--- config.mk ---
export PLATFORM = sky130hd
export DESIGN_NAME = dcache_sa
export DESIGN_NICKNAME = d
export VERILOG_FILES = /design/src/rtl/dcache_sa.sv
export SDC_FILE = /design/constraint.sdc
export NUM_CORES = 2
export LEC_CHECK = 0
export ABC_AREA = 1
export ABC_CLOCK_PERIOD_IN_PS = 5300
export CELL_PAD_IN_SITES_DETAIL_PLACEMENT = 1
export CELL_PAD_IN_SITES_GLOBAL_PLACEMENT = 2
export CORE_MARGIN = 2
export CORE_UTILIZATION = 40
export CTS_BUF_LIST = sky130_fd_sc_hd__clkbuf_8
export DETAILED_ROUTE_END_ITERATION = 16
export PLACE_DENSITY_LB_ADDON = 0.25
export SETUP_SLACK_MARGIN = 0.2
export SLEW_MARGIN = 20
export SYNTH_ARGS = -nofsm -noshare
export SYNTH_HDL_FRONTEND = slang
export SYNTH_SLANG_ARGS = --single-unit
--- constraint.sdc ---
create_clock -name CLK -period 5.3 [get_ports CLK]
set_clock_uncertainty 0.05 [all_clocks]
set_input_delay 1.325 -clock CLK [delete_from_list [all_inputs] [get_ports CLK]]
set_output_delay 1.325 -clock CLK [all_outputs]
set_load 0.1 [all_outputs]
--- src/rtl/dcache_sa.sv ---
// Write-back, write-allocate L1 data cache, 1 or 2 ways with per-set LRU.
// Define DCACHE_PERF_CNT_EN to add the HIT_COUNT/MISS_COUNT/WB_COUNT outputs.
module dcache_sa #(
  parameter int SETS        = 8,
  parameter int BLOCK_WORDS = 4,
  parameter int WAYS        = 2
) (
  input  logic                        CLK,
  input  logic                        RESET,
  input  logic [3:0]                  READ,
  input  logic [2:0]                  WRITE,
  input  logic [31:0]                 ADDRESS,
  input  logic [31:0]                 WRITE_DATA,
  output logic [31:0]                 READ_DATA,
  output logic                        BUSY_WAIT,
  output logic                        MEM_READ,
  output logic                        MEM_WRITE,
  output logic [29-$clog2(BLOCK_WORDS):0] MEM_ADDRESS,
  output logic [32*BLOCK_WORDS-1:0]   MEM_WRITE_DATA,
  input  logic [32*BLOCK_WORDS-1:0]   MEM_READ_DATA,
  input  logic                        MEM_BUSY_WAIT
`ifdef DCACHE_PERF_CNT_EN
  ,
  output logic [31:0]                 HIT_COUNT,
  output logic [31:0]                 MISS_COUNT,
  output logic [31:0]                 WB_COUNT
`endif
);
  localparam int OB = 2 + $clog2(BLOCK_WORDS);
  localparam int IB = $clog2(SETS);
  localparam int TB = 32 - OB - IB;
  localparam int OW = (BLOCK_WORDS > 1) ? $clog2(BLOCK_WORDS) : 1;

  typedef enum logic [1:0] {IDLE, WRITEBACK, FETCH} state_t;
  state_t state_q, state_d;

  logic [SETS-1:0][WAYS-1:0] valid_q, valid_d, dirty_q, dirty_d;
  logic [SETS-1:0]           lru_q, lru_d;   // per set: index of the LRU way
  logic                      victim_q, victim_d;
  logic [TB-1:0]             tag_mem  [SETS][WAYS];
  logic [32*BLOCK_WORDS-1:0] data_mem [SETS][WAYS];

  logic          rd_en, wr_en, req, hit, hit_way, vict, fill_en, st_en;
  logic [TB-1:0] tag;
  logic [IB-1:0] idx;
  logic [OW-1:0] off;
  logic [1:0]    bo;
  logic [31:0]   hit_word, ld_data, st_word, wd_rep;
  logic [7:0]    byte_v;
  logic [15:0]   half_v;
  logic [3:0]    be;

  // simultaneous load and store is treated as no access at all
  assign rd_en = READ[3] & ~WRITE[2];
  assign wr_en = WRITE[2] & ~READ[3];
  assign req   = rd_en | wr_en;
  assign tag   = ADDRESS[31 -: TB];
  assign idx   = ADDRESS[OB +: IB];
  assign off   = (BLOCK_WORDS > 1) ? OW'(ADDRESS >> 2) : '0;
  assign bo    = ADDRESS[1:0];

  always_comb begin
    hit     = 1'b0;
    hit_way = 1'b0;
    for (int w = 0; w < WAYS; w++)
      if (valid_q[idx][w] && tag_mem[idx][w] == tag) begin
        hit     = req;
        hit_way = 1'(w);
      end
  end

  assign hit_word = data_mem[idx][hit_way][off*32 +: 32];

  always_comb begin
    byte_v = hit_word[bo*8 +: 8];
    half_v = hit_word[bo[1]*16 +: 16];
    case (READ[2:0])
      3'b000:  ld_data = {{24{byte_v[7]}}, byte_v};
      3'b001:  ld_data = {{16{half_v[15]}}, half_v};
      3'b100:  ld_data = {24'b0, byte_v};
      3'b101:  ld_data = {16'b0, half_v};
      default: ld_data = hit_word;
    endcase
  end

  assign READ_DATA = (rd_en && hit && !RESET) ? ld_data : '0;
  assign BUSY_WAIT = req && !RESET && (!hit || state_q != IDLE);

  always_comb begin
    case (WRITE[1:0])
      2'b00:   begin be = 4'b0001 << bo;                 wd_rep = {4{WRITE_DATA[7:0]}};  end
      2'b01:   begin be = bo[1] ? 4'b1100 : 4'b0011;     wd_rep = {2{WRITE_DATA[15:0]}}; end
      default: begin be = 4'b1111;                       wd_rep = WRITE_DATA;            end
    endcase
    for (int b = 0; b < 4; b++)
      st_word[b*8 +: 8] = be[b] ? wd_rep[b*8 +: 8] : hit_word[b*8 +: 8];
  end

  // an invalid way is always preferred over the LRU way
  always_comb begin
    if (WAYS == 1)                     vict = 1'b0;
    else if (!valid_q[idx][0])         vict = 1'b0;
    else if (!valid_q[idx][WAYS-1])    vict = 1'b1;
    else                               vict = lru_q[idx];
  end

  always_comb begin
    state_d        = state_q;
    valid_d        = valid_q;
    dirty_d        = dirty_q;
    lru_d          = lru_q;
    victim_d       = victim_q;
    fill_en        = 1'b0;
    st_en          = 1'b0;
    MEM_READ       = 1'b0;
    MEM_WRITE      = 1'b0;
    MEM_ADDRESS    = '0;
    MEM_WRITE_DATA = '0;
    case (state_q)
      IDLE:
        if (hit) begin
          lru_d[idx] = ~hit_way;
          if (wr_en) begin
            st_en                 = 1'b1;
            dirty_d[idx][hit_way] = 1'b1;
          end
        end else if (req) begin
          victim_d = vict;
          state_d  = (valid_q[idx][vict] && dirty_q[idx][vict]) ? WRITEBACK : FETCH;
        end
      WRITEBACK: begin
        MEM_WRITE      = 1'b1;
        MEM_ADDRESS    = {tag_mem[idx][victim_q], idx};
        MEM_WRITE_DATA = data_mem[idx][victim_q];
        if (!MEM_BUSY_WAIT) begin
          dirty_d[idx][victim_q] = 1'b0;
          state_d                = FETCH;
        end
      end
      FETCH: begin
        MEM_READ    = 1'b1;
        MEM_ADDRESS = {tag, idx};
        if (!MEM_BUSY_WAIT) begin
          fill_en                = 1'b1;
          valid_d[idx][victim_q] = 1'b1;
          dirty_d[idx][victim_q] = 1'b0;
          lru_d[idx]             = ~victim_q;
          state_d                = IDLE;
        end
      end
      default: state_d = IDLE;
    endcase
  end

  always_ff @(posedge CLK or posedge RESET) begin
    if (RESET) begin
      state_q  <= IDLE;
      valid_q  <= '0;
      dirty_q  <= '0;
      lru_q    <= '0;
      victim_q <= 1'b0;
    end else begin
      state_q  <= state_d;
      valid_q  <= valid_d;
      dirty_q  <= dirty_d;
      lru_q    <= lru_d;
      victim_q <= victim_d;
    end
  end

  // line storage is never reset; valid bits guard it
  always_ff @(posedge CLK) begin
    if (fill_en) begin
      data_mem[idx][victim_q] <= MEM_READ_DATA;
      tag_mem[idx][victim_q]  <= tag;
    end else if (st_en) begin
      data_mem[idx][hit_way][off*32 +: 32] <= st_word;
    end
  end

`ifdef DCACHE_PERF_CNT_EN
  logic [31:0] hit_cnt_q, hit_cnt_d, miss_cnt_q, miss_cnt_d, wb_cnt_q, wb_cnt_d;
  logic        missed_q, missed_d;

  // missed_q marks a request whose final hit completion belongs to a miss
  always_comb begin
    hit_cnt_d  = hit_cnt_q;
    miss_cnt_d = miss_cnt_q;
    wb_cnt_d   = wb_cnt_q;
    missed_d   = missed_q;
    if (state_q == IDLE && hit) begin
      if (missed_q) missed_d  = 1'b0;
      else          hit_cnt_d = hit_cnt_q + 32'd1;
    end else if (state_q == IDLE && req) begin
      miss_cnt_d = miss_cnt_q + 32'd1;
      missed_d   = 1'b1;
    end
    if (state_q == WRITEBACK && !MEM_BUSY_WAIT) wb_cnt_d = wb_cnt_q + 32'd1;
  end

  always_ff @(posedge CLK or posedge RESET) begin
    if (RESET) begin
      hit_cnt_q  <= '0;
      miss_cnt_q <= '0;
      wb_cnt_q   <= '0;
      missed_q   <= 1'b0;
    end else begin
      hit_cnt_q  <= hit_cnt_d;
      miss_cnt_q <= miss_cnt_d;
      wb_cnt_q   <= wb_cnt_d;
      missed_q   <= missed_d;
    end
  end

  assign HIT_COUNT  = hit_cnt_q;
  assign MISS_COUNT = miss_cnt_q;
  assign WB_COUNT   = wb_cnt_q;
`endif
endmodule

# After elaboration in Yosys (flattened, before gate mapping)
# Memories as Yosys holds them, arrays and structs flattened.
# Cells that the tools add are included.
[classes] add_sub_neg=1 order_cmp=11 n_eq_ne=15 shift=6 mux=335 n_bitwise=271 n_reduce_logical=27
[ops] op="$mux 128" n=9
[ops] op="$mux 256" n=2
[ops] op="$mux 1" n=279
[ops] op="$or 1x1->1" n=257
[ops] op="$demux 128 s1" n=2
[ops] op="$pmux 32 s4" n=1
[ops] op="$shift 32x34->128 const A" n=1
[ops] op="$shiftx 128x8->32" n=1
[ops] op="$shiftx 32x34->128" n=1
[ops] op="$mux 25" n=4
[ops] op="$pmux 32 s2" n=1
[ops] op="$pmux 28 s2" n=1
[ops] op="$eq 25x25->1" n=2
[ops] op="$mux 50" n=1
[ops] op="$mux 16" n=3
[ops] op="$mux 8" n=6
[ops] op="$neg 7->34" n=1
[ops] op="$mux 32" n=1
[ops] op="$or 16x16->16" n=2
[ops] op="$pmux 16 s2" n=1
[ops] op="$shiftx 32x6->16" n=1
[ops] op="$shiftx 32x6->8" n=1
[ops] op="$demux 25 s1" n=1
[ops] op="$mux 2" n=9
[ops] op="37 further kinds" n=78
[totals] ff_bits=43 ramBits=2448 inputBits=202 output_inout_bits=191 elab_cells=687 memories=2
[memory_table] name="data_mem" depth=8 word_bits=256 rd=1 rd_clocked_by_memory_dff=0 write_ports=1 line="41" text="logic [32*BLOCK_WORDS-1:0] data_mem [SETS][WAYS];"
[memory_table] name="tag_mem" depth=8 word_bits=50 rd=1 rd_clocked_by_memory_dff=0 write_ports=1 line="40" text="logic [TB-1:0] tag_mem [SETS][WAYS];"

# Depth between registers and ports, before layout
[logic_depth] word_depth=14 ltp_mapped=28 depth_no_buf=24

# Least setup slack after synthesis
# Ideal clock, no wire load.
[synth_timing] path_type="input port to output port" start="input ADDRESS[4]" end="output READ_DATA[6]" arrival_ns=5.703 t_required_ns=3.925 path_slack_ns=-1.778 cell_stages=26 path_buffers=6 path_cell_list="buf_4 buf_6 buf_2 or2_1 nand3_1 nand2_1 clkinv_1 nand2_1 nand2_1 nand2_1 nor2_1 nand3_1 nor2_4 nand2_2 inv_2 buf_6 buf_6 buf_4 nand2_1 nand3_1 nand3_1 nand2_1 nand2_1 nand3_1 nor2_1 nor3_1"
[synth_via] elab_chain_len=12 word_cells_on_any_way=22 cone_classes="2 x eq/ne; 3 x shift; 10 x mux; 1 x bitwise; 4 x reduce/logical; 2 x memory"
[synth_lines] element="from (decl)" line="12" text="input logic [31:0] ADDRESS,"
[synth_lines] element="$mem_v2 8x50 or $bmux 2 s3 (tied branches)"
[synth_lines] element="$eq 25x25->1 or $mux 2 (tied branches)" line="66" text="if (valid_q[idx][w] && tag_mem[idx][w] == tag) begin"
[synth_lines] element="$logic_and 1x1->1" line="66"
[synth_lines] element="$mux 1" line="66"
[synth_lines] element="$not 1->2 (not written as such)" line="72" text="assign hit_word = data_mem[idx][hit_way][off*32 +: 32];"
[synth_lines] element="$mux 128 (not written as such) (3 in series)" line="72"
[synth_lines] element="$shiftx 128x8->32" line="72"
[synth_lines] element="$shiftx 32x6->16 or $shiftx 32x6->8 (tied branches)" line="76, 75"
[synth_lines] element="$pmux 32 s4" line="77" text="case (READ[2:0])"
[synth_lines] element="$mux 32 *" line="86" text="assign READ_DATA = (rd_en && hit && !RESET) ? ld_data : '0;"
[synth_lines] element="to (decl)" line="14" text="output logic [31:0] READ_DATA,"
# Mark *: on every way between the ends. The rest lies on a longest branch, timed or not. The select of a mux whose other input is x is not followed.

# Worst setup path after layout
[layout_timing] start="input ADDRESS[4]" end="output READ_DATA[14]"
# The elaborated chain is that of the path after synthesis.

==> qor.yml <==
run_status:
  status: "complete, but fails checks"
  violations: "negative setup slack"
worst_setup_path:
  cp-startpoint: "ADDRESS[4]"
  crit_arrival_ns: 4.81
  required_ns: 3.92
  end_kind: "output pin"
  cpMostUsedCell: "nand2_1"
  worstSetupStartpointType: "input pin"
  rr_startpoint: "tag_mem[4][2]$_DFFE_PP_"
  critPathMaxStageDelay_ns: 0.19
  worstSetupPathType: "input pin to output pin"
  critPathSlowestCell: "buf_12"
  crit_fanout: 13
placement:
  portBuffers: 392
  globalplace.congestion: 0.954
  hpwl_um: 293000
  dp_cells: 12625
timing:
  relSlewSlack_pct: 17.3
  fin_ws_ns: -0.883
  post-route-period-util_pct: 117
  fmax_mhz: 162
  tightestPinTransition_ns: 1.24
  finalMaxSlewViolations: 0
  fin_crit_ns: 6.18
  hold_violations: 0
  rsz0062_at_grt: "yes"
  finalSetupTns_ns: -38.05
  setup_viol: 127
power_and_ir_drop:
  p_leak_nw: 50.3
  ir_drop_mv: 0.506
  switchingPower_mw: 15.1
  power_density_nw_per_um2: 354
  clockPowerShare_pct: 33.7
  p_sw_share_pct: 30.8
  combPwrFrac_pct: 20.6
  p_int_mw: 34.0
  pwr-share-seq_pct: 45.7
synth:
  synth_top_area_cell: "edfxtp_1"
  yosysMostFrequentCell: "edfxtp_1"
  postSynthAreaPerCell_um2: 12.5
  yosys-top-cells-count: "edfxtp_1, nand2_1, nor2_1, nand3_1, o21ai_0"
  syn_nets: 8427
  yosysTopAreaCellShare_pct: 71.7
  yosys_warnings: 0
  synthCells: 8215
  synth_edf_count: 2448
  synth.distinct_cells: 49
  ys_ff_latch: 2491
  synthTopCellsByArea: "edfxtp_1, nand2_1, nand3_1"
  seq_area_frac_synth_pct: 72.7
  syn-cell-area_um2: 103000
  synthArstFlopShare_pct: 1.73
  synthFlopType: "edfxtp_1"
drt:
  wirelength_um: 461000
  dr.pass1.iters: 6
  drt_iter0_markers: 9845
  drc_errors: 0
  detail-route-antenna-nets: 0
  drt-vias-per-instance: 6.03
  route.vias.total: 81947
  wl_per_cell_um: 33.9
floorplan:
  dieWidth_um: 510
  start_util_pct: 40.3
  pin_count: 393
  core.rowCount: 185
  die_h_um: 510
  core-area_um2: 255000
  die-area_um2: 260000
clock_network:
  cts_root_buf: "clkbuf_8"
  clk_pin_slew_ns: 0.05
  cts_max_level: 5
  cts-buffers-inserted: 426
  cts_tree: "yes"
  clock-sinks: 2491
  clkLatencyLatePin_ns: 1.18
  clock_path_buffers: 4
grt:
  grt_use_total_pct: 34.4
  grt_start_max_net_pins: 134
  grt_pass1_wl_um: 630000
  grt_overflow_total: 0
  antenna_found_initial: 18
  grt_pass1_vias: 81879
final_layout:
  fillers: 25290
  drive_gt1_share_pct: 28.4
  fin_nets: 10120
  area.growth.synth_to_final_pct: 35.3
  fin_cells: 13593
run:
  cap_violations: 0
min_path:
  min_from: "valid_q[5]$_DFFE_PP0P_"
  hold_class: "flip-flop to flip-flop"
[registers in the layout, summed over array words and instances, names as in the netlist]
register and flops:
data_mem 2048, dirty_q 16, lru_q 8, state_q 2
tag_mem 400, valid_q 16, victim_q 1
[critical path: cells and delay by family]
family          cells  cell delay (ns)
buf+inv             9             1.31
compound gates      1             0.17
simple gates       19             1.93
[power by group through the flow]
stage	combinational (mW)	clock [mW]	sequential, mW
final	10.1	16.6	22.5
after global routing	10.4	17.4	22.5
after CTS	9.65	16.6	22.5
after detailed placement	9.16	0	22.9
after global placement	9.04	0	22.8
after floorplan	4.32	0	22.8
[path summary, 6_finish.rpt]
check	slack, ns	endpoint	cells past startpoint
setup reg to reg	0.56	data_mem[2][85]$_DFFE_PP_	25
max in group asynchronous	3.96	valid_q[11]$_DFFE_PP0P_	3
hold reg to reg	0.41	valid_q[5]$_DFFE_PP0P_	2
setup / recovery	-0.88	READ_DATA[14]	29
hold / removal	0.41	valid_q[5]$_DFFE_PP0P_	2
min in group asynchronous	0.74	state_q[0]$_DFFE_PP0P_	3
[through the flow]
stage	utilization, %	area (um^2)	hold WS (ns)	power (mW)	setup WS, ns
after floorplan	-	104000	0.374	27.1	-0.486
after global placement	48.9	124000	0.389	31.9	-1.64
after detailed placement	48.9	124000	0.402	32.0	-1.70
after CTS	53.6	136000	0.416	48.7	-0.852
after global routing	54.5	139000	0.437	50.3	-0.972
final	54.5	139000	0.414	49.1	-0.883
[cell type report]
class | instances | area, um^2 | area share (%)
Sequential cell | 2491 | 74600 | 53.7
Multi-Input combinational cell | 4933 | 29100 | 21.0
Timing Repair Buffer | 1773 | 21900 | 15.8
Clock buffer | 431 | 5930 | 4.27
Tap cell | 3366 | 4210 | 3.03
Clock inverter | 312 | 1830 | 1.32
Inverter | 283 | 1130 | 0.818
Antenna cell | 4 | 10.0 | 0.00721
[layout by cell type, fill, tap and decap left out, types with 251 or more instances in the layout]
cell type,count
nand3_1,420
nor2_1,263
buf_4,942
nand2_1,1891
buf_12,455
inv_1,376
clkbuf_8,431
edfxtp_1,2448
a22oi_1,320
nor2_4,251
o21ai_0,300
[kinds of logic (layout without fill, tap and decap cells)]
family	after synthesis	in the layout	share of synthesized area, %
compound gates	1400	1400	9.30
xor+xnor	5	5	0.0427
fa+ha+maj	10	10	0.122
buf+inv	792	2799	3.26
flops	2491	2491	72.7
other cells	0	4	0
simple gates	3517	3518	14.6
[what timing repair did]
item | CTS | global route
hold buffers | 0 | 0
cloned | 42 | 18
setup buffers | 96 | 66
pin swaps | 138 | 157
gates resized for setup | 560 | 331
setup endpoints to repair | 2847 | 170
[routing by layer]
metal | GRT usage, % | up-vias | part of all wire [%]
met5 | 0 | - | 0.015
met4 | 19.3 | 10 | 6.4
met3 | 6.76 | 1070 | 9.9
met2 | 53.0 | 4921 | 45
met1 | 45.8 | 42154 | 39
li1 | - | 33792 | -
Power figures use the tool's default switching activity.
